$ cat src/rtl/mem_rd_arb.sv
// ============================================================================
// mem_rd_arb -- two-port read arbiter onto a single AXI-style read channel
// ----------------------------------------------------------------------------
// Arbitrates between an instruction-fetch (IF) requester and a load/store (LS)
// requester and runs one read at a time on the shared AR/R channels:
//     IDLE -> ADDR -> DATA -> RESP -> IDLE
// The winner and its address are latched in IDLE; the owner's rvalid pulses
// for exactly one cycle in RESP carrying the data of the RLAST beat.
//
// Build option (macro): ARB_RR_EN
//     undefined : fixed priority, LS beats IF on a tie
//     defined   : round-robin, a tie goes to the port not granted last;
//                 the last-grant register resets to IF so LS wins the first tie
//
// Ports
//     ACLK, ARESETn          clock (rising edge), async active-low reset
//     if_req, if_addr        IF read request, address sampled at grant
//     if_rvalid, if_rdata    IF response (one-cycle pulse, data held after)
//     ls_req, ls_addr        LS read request, address sampled at grant
//     ls_rvalid, ls_rdata    LS response (one-cycle pulse, data held after)
//     ARVALID/ARREADY/ARADDR/ARPROT   shared read-address channel
//     RVALID/RREADY/RLAST/RDATA       shared read-data channel
//     busy                   high whenever the FSM is outside IDLE
//
// All outputs come straight from flops. Output flops are loaded from the
// next-state value so they line up with the state they describe.
// ============================================================================
module mem_rd_arb #(
    parameter int ADDR_W = 32,
    parameter int DATA_W = 64
) (
    input  logic              ACLK,
    input  logic              ARESETn,
    input  logic              if_req,
    input  logic [63:0]       if_addr,
    output logic              if_rvalid,
    output logic [DATA_W-1:0] if_rdata,
    input  logic              ls_req,
    input  logic [63:0]       ls_addr,
    output logic              ls_rvalid,
    output logic [DATA_W-1:0] ls_rdata,
    output logic              ARVALID,
    input  logic              ARREADY,
    output logic [ADDR_W-1:0] ARADDR,
    output logic [2:0]        ARPROT,
    input  logic              RVALID,
    output logic              RREADY,
    input  logic              RLAST,
    input  logic [DATA_W-1:0] RDATA,
    output logic              busy
);

    typedef enum logic [1:0] {
        ST_IDLE = 2'd0,
        ST_ADDR = 2'd1,
        ST_DATA = 2'd2,
        ST_RESP = 2'd3
    } state_t;

    // Owner encoding: IF = 0 so the reset value of the owner register is IF.
    localparam logic OWN_IF = 1'b0;
    localparam logic OWN_LS = 1'b1;

    localparam logic [2:0] PROT_IF = 3'b100;  // instruction access
    localparam logic [2:0] PROT_LS = 3'b000;  // data access

    state_t              state_q, state_d;
    logic                owner_q, owner_d;
    logic [ADDR_W-1:0]   addr_q, addr_d;
    logic [2:0]          prot_q, prot_d;
    logic [DATA_W-1:0]   data_q, data_d;
    logic                arvalid_q, arvalid_d;
    logic                rready_q, rready_d;
    logic                busy_q, busy_d;
    logic                if_rvalid_q, if_rvalid_d;
    logic                ls_rvalid_q, ls_rvalid_d;
    logic [DATA_W-1:0]   if_rdata_q, if_rdata_d;
    logic [DATA_W-1:0]   ls_rdata_q, ls_rdata_d;

    logic                any_req_s;
    logic                grant_ls_s;
    logic                ar_hs_s;
    logic                r_last_s;
    logic                unused_addr_s;

`ifdef ARB_RR_EN
    logic                last_q, last_d;
`endif

    // Only the low ADDR_W bits of each 64-bit request address reach ARADDR.
    assign unused_addr_s = ^{if_addr, ls_addr};

    assign ar_hs_s  = arvalid_q && ARREADY;
    assign r_last_s = rready_q && RVALID && RLAST;

    // Arbitration: pick the winner among the currently raised requests.
    always_comb begin
        any_req_s  = if_req || ls_req;
        grant_ls_s = 1'b0;
`ifdef ARB_RR_EN
        if (if_req && ls_req) begin
            // Tie: the port that did not win the previous grant goes first.
            grant_ls_s = (last_q == OWN_IF);
        end else begin
            grant_ls_s = ls_req;
        end
`else
        if (ls_req) begin
            grant_ls_s = 1'b1;
        end else begin
            grant_ls_s = 1'b0;
        end
`endif
    end

    // FSM state register.
    always_ff @(posedge ACLK or negedge ARESETn) begin
        if (!ARESETn) begin
            state_q <= ST_IDLE;
        end else begin
            state_q <= state_d;
        end
    end

    // FSM next-state logic.
    always_comb begin
        state_d = state_q;
        case (state_q)
            ST_IDLE: begin
                if (any_req_s) begin
                    state_d = ST_ADDR;
                end else begin
                    state_d = ST_IDLE;
                end
            end
            ST_ADDR: begin
                if (ar_hs_s) begin
                    state_d = ST_DATA;
                end else begin
                    state_d = ST_ADDR;
                end
            end
            ST_DATA: begin
                // Non-last beats are accepted and simply dropped.
                if (r_last_s) begin
                    state_d = ST_RESP;
                end else begin
                    state_d = ST_DATA;
                end
            end
            ST_RESP: begin
                state_d = ST_IDLE;
            end
            default: begin
                state_d = ST_IDLE;
            end
        endcase
    end

    // Transaction context: owner, address, protection and captured data.
    always_comb begin
        owner_d = owner_q;
        addr_d  = addr_q;
        prot_d  = prot_q;
        data_d  = data_q;
`ifdef ARB_RR_EN
        last_d  = last_q;
`endif
        if ((state_q == ST_IDLE) && any_req_s) begin
            // Request lines are only looked at here, so later changes to
            // req/addr cannot disturb the transaction in flight.
            owner_d = grant_ls_s;
            if (grant_ls_s) begin
                addr_d = ls_addr[ADDR_W-1:0];
                prot_d = PROT_LS;
            end else begin
                addr_d = if_addr[ADDR_W-1:0];
                prot_d = PROT_IF;
            end
`ifdef ARB_RR_EN
            last_d = grant_ls_s;
`endif
        end else if ((state_q == ST_DATA) && r_last_s) begin
            data_d = RDATA;
        end else begin
            data_d = data_q;
        end
    end

    // FSM output logic: next values for every output flop, keyed on state_d.
    always_comb begin
        arvalid_d   = (state_d == ST_ADDR);
        rready_d    = (state_d == ST_DATA);
        busy_d      = (state_d != ST_IDLE);
        if_rvalid_d = (state_d == ST_RESP) && (owner_d == OWN_IF);
        ls_rvalid_d = (state_d == ST_RESP) && (owner_d == OWN_LS);
        if_rdata_d  = if_rdata_q;
        ls_rdata_d  = ls_rdata_q;
        if (if_rvalid_d) begin
            if_rdata_d = data_d;
        end else begin
            if_rdata_d = if_rdata_q;
        end
        if (ls_rvalid_d) begin
            ls_rdata_d = data_d;
        end else begin
            ls_rdata_d = ls_rdata_q;
        end
    end

    // Context and output registers.
    always_ff @(posedge ACLK or negedge ARESETn) begin
        if (!ARESETn) begin
            owner_q     <= OWN_IF;
            addr_q      <= {ADDR_W{1'b0}};
            prot_q      <= 3'b000;
            data_q      <= {DATA_W{1'b0}};
            arvalid_q   <= 1'b0;
            rready_q    <= 1'b0;
            busy_q      <= 1'b0;
            if_rvalid_q <= 1'b0;
            ls_rvalid_q <= 1'b0;
            if_rdata_q  <= {DATA_W{1'b0}};
            ls_rdata_q  <= {DATA_W{1'b0}};
        end else begin
            owner_q     <= owner_d;
            addr_q      <= addr_d;
            prot_q      <= prot_d;
            data_q      <= data_d;
            arvalid_q   <= arvalid_d;
            rready_q    <= rready_d;
            busy_q      <= busy_d;
            if_rvalid_q <= if_rvalid_d;
            ls_rvalid_q <= ls_rvalid_d;
            if_rdata_q  <= if_rdata_d;
            ls_rdata_q  <= ls_rdata_d;
        end
    end

`ifdef ARB_RR_EN
    // Last-grant register for round-robin; resets to IF.
    always_ff @(posedge ACLK or negedge ARESETn) begin
        if (!ARESETn) begin
            last_q <= OWN_IF;
        end else begin
            last_q <= last_d;
        end
    end
`endif

    assign ARVALID   = arvalid_q;
    assign ARADDR    = addr_q;
    assign ARPROT    = prot_q;
    assign RREADY    = rready_q;
    assign busy      = busy_q;
    assign if_rvalid = if_rvalid_q;
    assign ls_rvalid = ls_rvalid_q;
    assign if_rdata  = if_rdata_q;
    assign ls_rdata  = ls_rdata_q;

endmodule

$ cat config.mk
export PLATFORM = sky130hd
export DESIGN_NAME = mem_rd_arb
export DESIGN_NICKNAME = d
export VERILOG_FILES = /design/src/rtl/mem_rd_arb.sv
export SDC_FILE = /design/constraint.sdc
export NUM_CORES = 1
export LEC_CHECK = 0
export BUFFER_PORTS_ARGS = -buffer_cell sky130_fd_sc_hd__buf_2
export CELL_PAD_IN_SITES_DETAIL_PLACEMENT = 0
export CELL_PAD_IN_SITES_GLOBAL_PLACEMENT = 1
export CORE_MARGIN = 2
export CORE_UTILIZATION = 37
export DETAILED_ROUTE_END_ITERATION = 6
export GPL_TIMING_DRIVEN = 1
export PLACE_DENSITY_LB_ADDON = 0.1
export RECOVER_POWER = 50
export SLEW_MARGIN = 20
export SYNTH_ARGS = -nofsm -noshare
export SYNTH_HDL_FRONTEND = slang
export SYNTH_SLANG_ARGS = --single-unit
$ cat constraint.sdc
create_clock -name ACLK -period 3.2 [get_ports ACLK]
set_input_delay 0.48 -clock ACLK [delete_from_list [all_inputs] [get_ports ACLK]]
set_output_delay 0.48 -clock ACLK [all_outputs]
set_load 0.005 [all_outputs]
**Word-level counts from Yosys, hierarchy flattened**

Cells that the tools add are included.

- Register bits: 235
- Output and inout port bits: 168

- Bitwise gates (word level): 1
- Reductions and logical operators: 10
- Eq/ne operators: 6
- Muxes and demuxes: 10

Operator list:

| cell | number |
|---|---|
| two-way mux 64 bit | 2 |
| two-way mux 32 bit | 1 |
| equality test 2 bit, second input constant | 4 |
| case mux 2 bit (4 select lines) | 1 |
| logical AND 1 bit | 7 |
| equality test 2 x 1 -> 1 bit, second input constant | 2 |
| two-way mux 1 bit | 4 |
| two-way mux 3 bit | 1 |
| zero test 2 bit | 1 |
| two-way mux 2 bit | 1 |
| nonzero test 2 bit | 1 |
| logical OR 1 bit | 1 |
| inverter 1 bit | 1 |

**Logic depth before layout (Yosys ltp)**

- Depth in word-level cells: 6
- Gate-level depth with buffers: 5
- Mapped depth without buffers: 3

**Least setup slack after synthesis**

OpenSTA, ideal clock, no wires.

- Path kind: input-to-reg
- From: input ls_req
- To: register addr_q[10] (netlist: ARADDR[10])
- Path slack: 1.629 ns
- Data required time: 3.075 ns
- Stages on the path: 4
- Arrival: 1.446 ns
- Cell sequence: buf_2 -> buf_2 -> mux2_2 -> mux2_2

- Word-level cells in the longest chain between the ends: 2

Ends and longest elaborated chain:

| element | line | RTL |
|---|---|---|
| start, declared | 38 | `input logic ls_req,` |
| two-way mux 1 bit or logical OR 1 bit (tied branches) | 108, 98 |  |
| two-way mux 32 bit or logical AND 1 bit (tied branches) | 173, 169 |  |
| end signal, assigned | 215 | `addr_q <= {ADDR_W{1'b0}};` |
| end signal, assigned | 227 | `addr_q <= addr_d;` |
| end, declared | 69 | `logic [ADDR_W-1:0] addr_q, addr_d;` |

Several ways; a longest one is shown, not always the timed one.
A chain may end at the register's enable or synchronous reset.

**Worst setup path after layout**

- From: input ls_req
- To: register addr_q[20] (netlist: ARADDR[20])

The elaborated chain is that of the path after synthesis.

==> summary.txt <==
Status
  • Status: finished with violations
  • Failing checks: capacitance limit, slew limit

Yosys
  • Synth area leaders: dfrtp_1 (59%), mux2_4 (20%), mux2_2 (15%)
  • Syn Std Cell Area: 0.00719 sq mm
  • Synth area leader: dfrtp_1
  • Post-synthesis sequential area ratio: 58.8%
  • Synth Area per Inst: 17.5 sq um
  • Netlist cell types: 24
  • Synth Register Bits: 169
  • Mapped Cells: 410
  • Synthesis warning total: 0
  • Yosys top cell area share: 58.8%

Clocking
  • Setup Buffers After CTS: 0
  • TritonCTS Buffers: 17
  • Post-CTS Resized: 0
  • CTS tree: built
  • Clock transition at path regs: 0.07 ns
  • Clk Latency, worst-skew pair: 0.42 ns
  • CTS Buffer Depth: 2
  • Hold_buf cts: 0
  • H-tree levels: 4
  • Clk sink count: 169
  • Root buf cell: clkbuf_16

STA
  • Fin worst setup slack: 0.819 ns
  • RSZ-0062 raised after global routing: false
  • Slew @ Worst Pin: 1.88 ns
  • Setup tns final: 0 ns
  • Slew margin rel.: -25.1%
  • Max-slew violation count: 106
  • Fmax: 420 MHz
  • Final setup viols: 0
  • Hold Fails Final Rpt: 0
  • Worst hold margin: 0.297 ns
  • Fin Clk Skew: 0.0139 ns
  • Tmin final: 2.38 ns
  • Crit share post-route: 74.4%

Floorplanning
  • Die Area: 0.0206 sq mm
  • Initial Util: 38.1%
  • Die Width: 143 um
  • # IOs: 367
  • Rows: 50
  • Die height: 143 um
  • Core Area: 0.0189 sq mm

Critical path
  • Critical Path, Cell by Cell: clkbuf_1 > clkbuf_1 > mux2_2 > mux2_2
  • Crit start category: primary input
  • Critical Path End: ARADDR[20]
  • Crit-path max cell delay: 1.35 ns
  • Element type at the critical path end: flop
  • Reg2reg path depth: 4
  • Critical path depth: 4
  • Setup crit start: ls_req
  • CP delay by family, top: buffers and inverters
  • Worst reg2reg path startpoint: state_q[1]
  • Worst Path Buf+Inv: 2
  • Critical Path RT: 3.50 ns
  • Critical path class: primary input to flop
  • Setup slack, reg-to-reg: 1.13 ns
  • CP max stage cell: clkbuf_1
  • Critical Path AT: 2.68 ns
  • R2r endpoint: ls_rdata[3]
  • CP max FO: 35

GRT
  • Total GRT Usage: 17.3%
  • Grt total ovfl: 0
  • Largest net degree at the start of global routing: 71
  • First-pass GRT wire length: 27.6 mm
  • Initial antenna violation count: 1
  • Vias in the first global route: 4,971

Route
  • Via count: 4,535
  • DRC: 0
  • Pre-Repair DR Iteration Count: 4
  • Post-DRT Antenna Nets: 0
  • DR WL/cell: 17.5 um
  • Routed Wire Length: 17.3 mm
  • Vias per cell: 4.59
  • Drt initial violations: 100

Power and ir drop
  • Pleak: 5.06 nW
  • PwrDens: 813 mW/mm^2
  • Total power: 7.62 mW
  • Worst VDD drop: 0.350 mV

Place
  • I/O Buffers: 300
  • Cell count after placement: 954
  • Routability congestion estimate: 0.735
  • Dpl ws: 0.938 ns
  • Hpwl dp: 12.5 mm

Min path
  • Worst Hold Class: primary input to flop

Flow run
  • Max cap viols: 2

Finish
  • Layout cell share with drive strength beyond 1: 66.0%
  • Non-filler instance count after layout: 987
  • Commonest cells after routing, fill and taps aside: buf_2 (243), dfrtp_1 (169), mux2_4 (98)
  • Commonest non-fill, non-tap cell in the layout: buf_2
  • Fin nets: 912
  • Area grow syn2layout: 30.4%
## sequential cells by signal (all words and copies together) (netlist names)
| signal | count |
|---|---|
| owner_q | 1 |
| if_rdata | 64 |
| if_rvalid | 1 |
| ls_rdata | 64 |
| ARVALID | 1 |
| RREADY | 1 |
| state_q | 2 |
| ARADDR | 32 |
| ls_rvalid | 1 |
| busy | 1 |
| ARPROT | 1 |
## cell type report
cell class,instances,area [sq um]
fill,1756,9520
sequential,169,4230
multi-input combinational,212,2680
timing repair buffer,309,1530
clock buffer,19,443
tap,260,325
clock inverter,13,159
inverter,4,15.0
antenna,1,2.50
## power by group
group / switching (mW) / internal, mW / leakage, nW / total (mW)
clock network: 0.903 / 1.20 / 0.294 / 2.10
registers: 0.405 / 2.90 / 2.25 / 3.30
logic: 0.854 / 1.36 / 2.51 / 2.22
total: 2.16 / 5.46 / 5.06 / 7.62
## layer usage
metal  global-route usage (%)  share of wire [%]  wire length, um
met1                     20.3                 40             6990
met2                     28.8                 49             8480
met3                     7.36                9.2             1580
met4                     5.06                1.5              252
met5                        0                  0                0
## worst reg2reg max path, stage by stage, from the launching register on
cell and delay (ns):
dfrtp_1 0.41, nor2b_2 0.21, and4_4 0.60, buf_4 0.37, mux2_2 0.37
## stage by stage
step / utilization, % / cell area (sq um)
2_1_floorplan: - / 7200
3_3_place_gp: 46.9 / 8860
3_5_place_dp: 46.9 / 8860
4_1_cts: 50.1 / 9460
5_1_grt: 49.6 / 9370
6_report: 49.6 / 9380
## synth_stat cells (all sizes together)
| library cell | n |
|---|---|
| and4bb | 1 |
| and4 | 1 |
| nor2b | 1 |
| nand2b | 1 |
| buf | 26 |
| a31oi | 1 |
| nand2 | 3 |
| inv | 4 |
| and2 | 1 |
| o21a | 1 |
| mux2i | 1 |
| a311o | 1 |
| and3 | 1 |
| conb | 1 |
| nor3 | 1 |
| dfrtp | 169 |
| mux2 | 192 |
| a22o | 1 |
| and2b | 1 |
| nor2 | 2 |
## how the worst min path moves through the flow
stage,start,end,cells after the start
after floorplan,ARESETn,ARADDR[0],0
after global placement,if_rdata[63],if_rdata[63],1
after detailed placement,if_rdata[17],if_rdata[17],1
after CTS,ARESETn,if_rdata[49],1
after global routing,RDATA[28],ls_rdata[28],2
final,RDATA[50],if_rdata[50],2
## cell families (layout without fill, tap and decap cells)
kind of cell    count (synthesis)  after routing  share of synthesized area (%)
compound gates                  4              4                          0.452
buf+inv                        30            345                           4.17
flops                         169            169                           58.8
mux                           193            193                           35.3
other cells                     1              3                         0.0521
simple gates                   13             13                           1.22
Power figures use the tool's default switching activity.
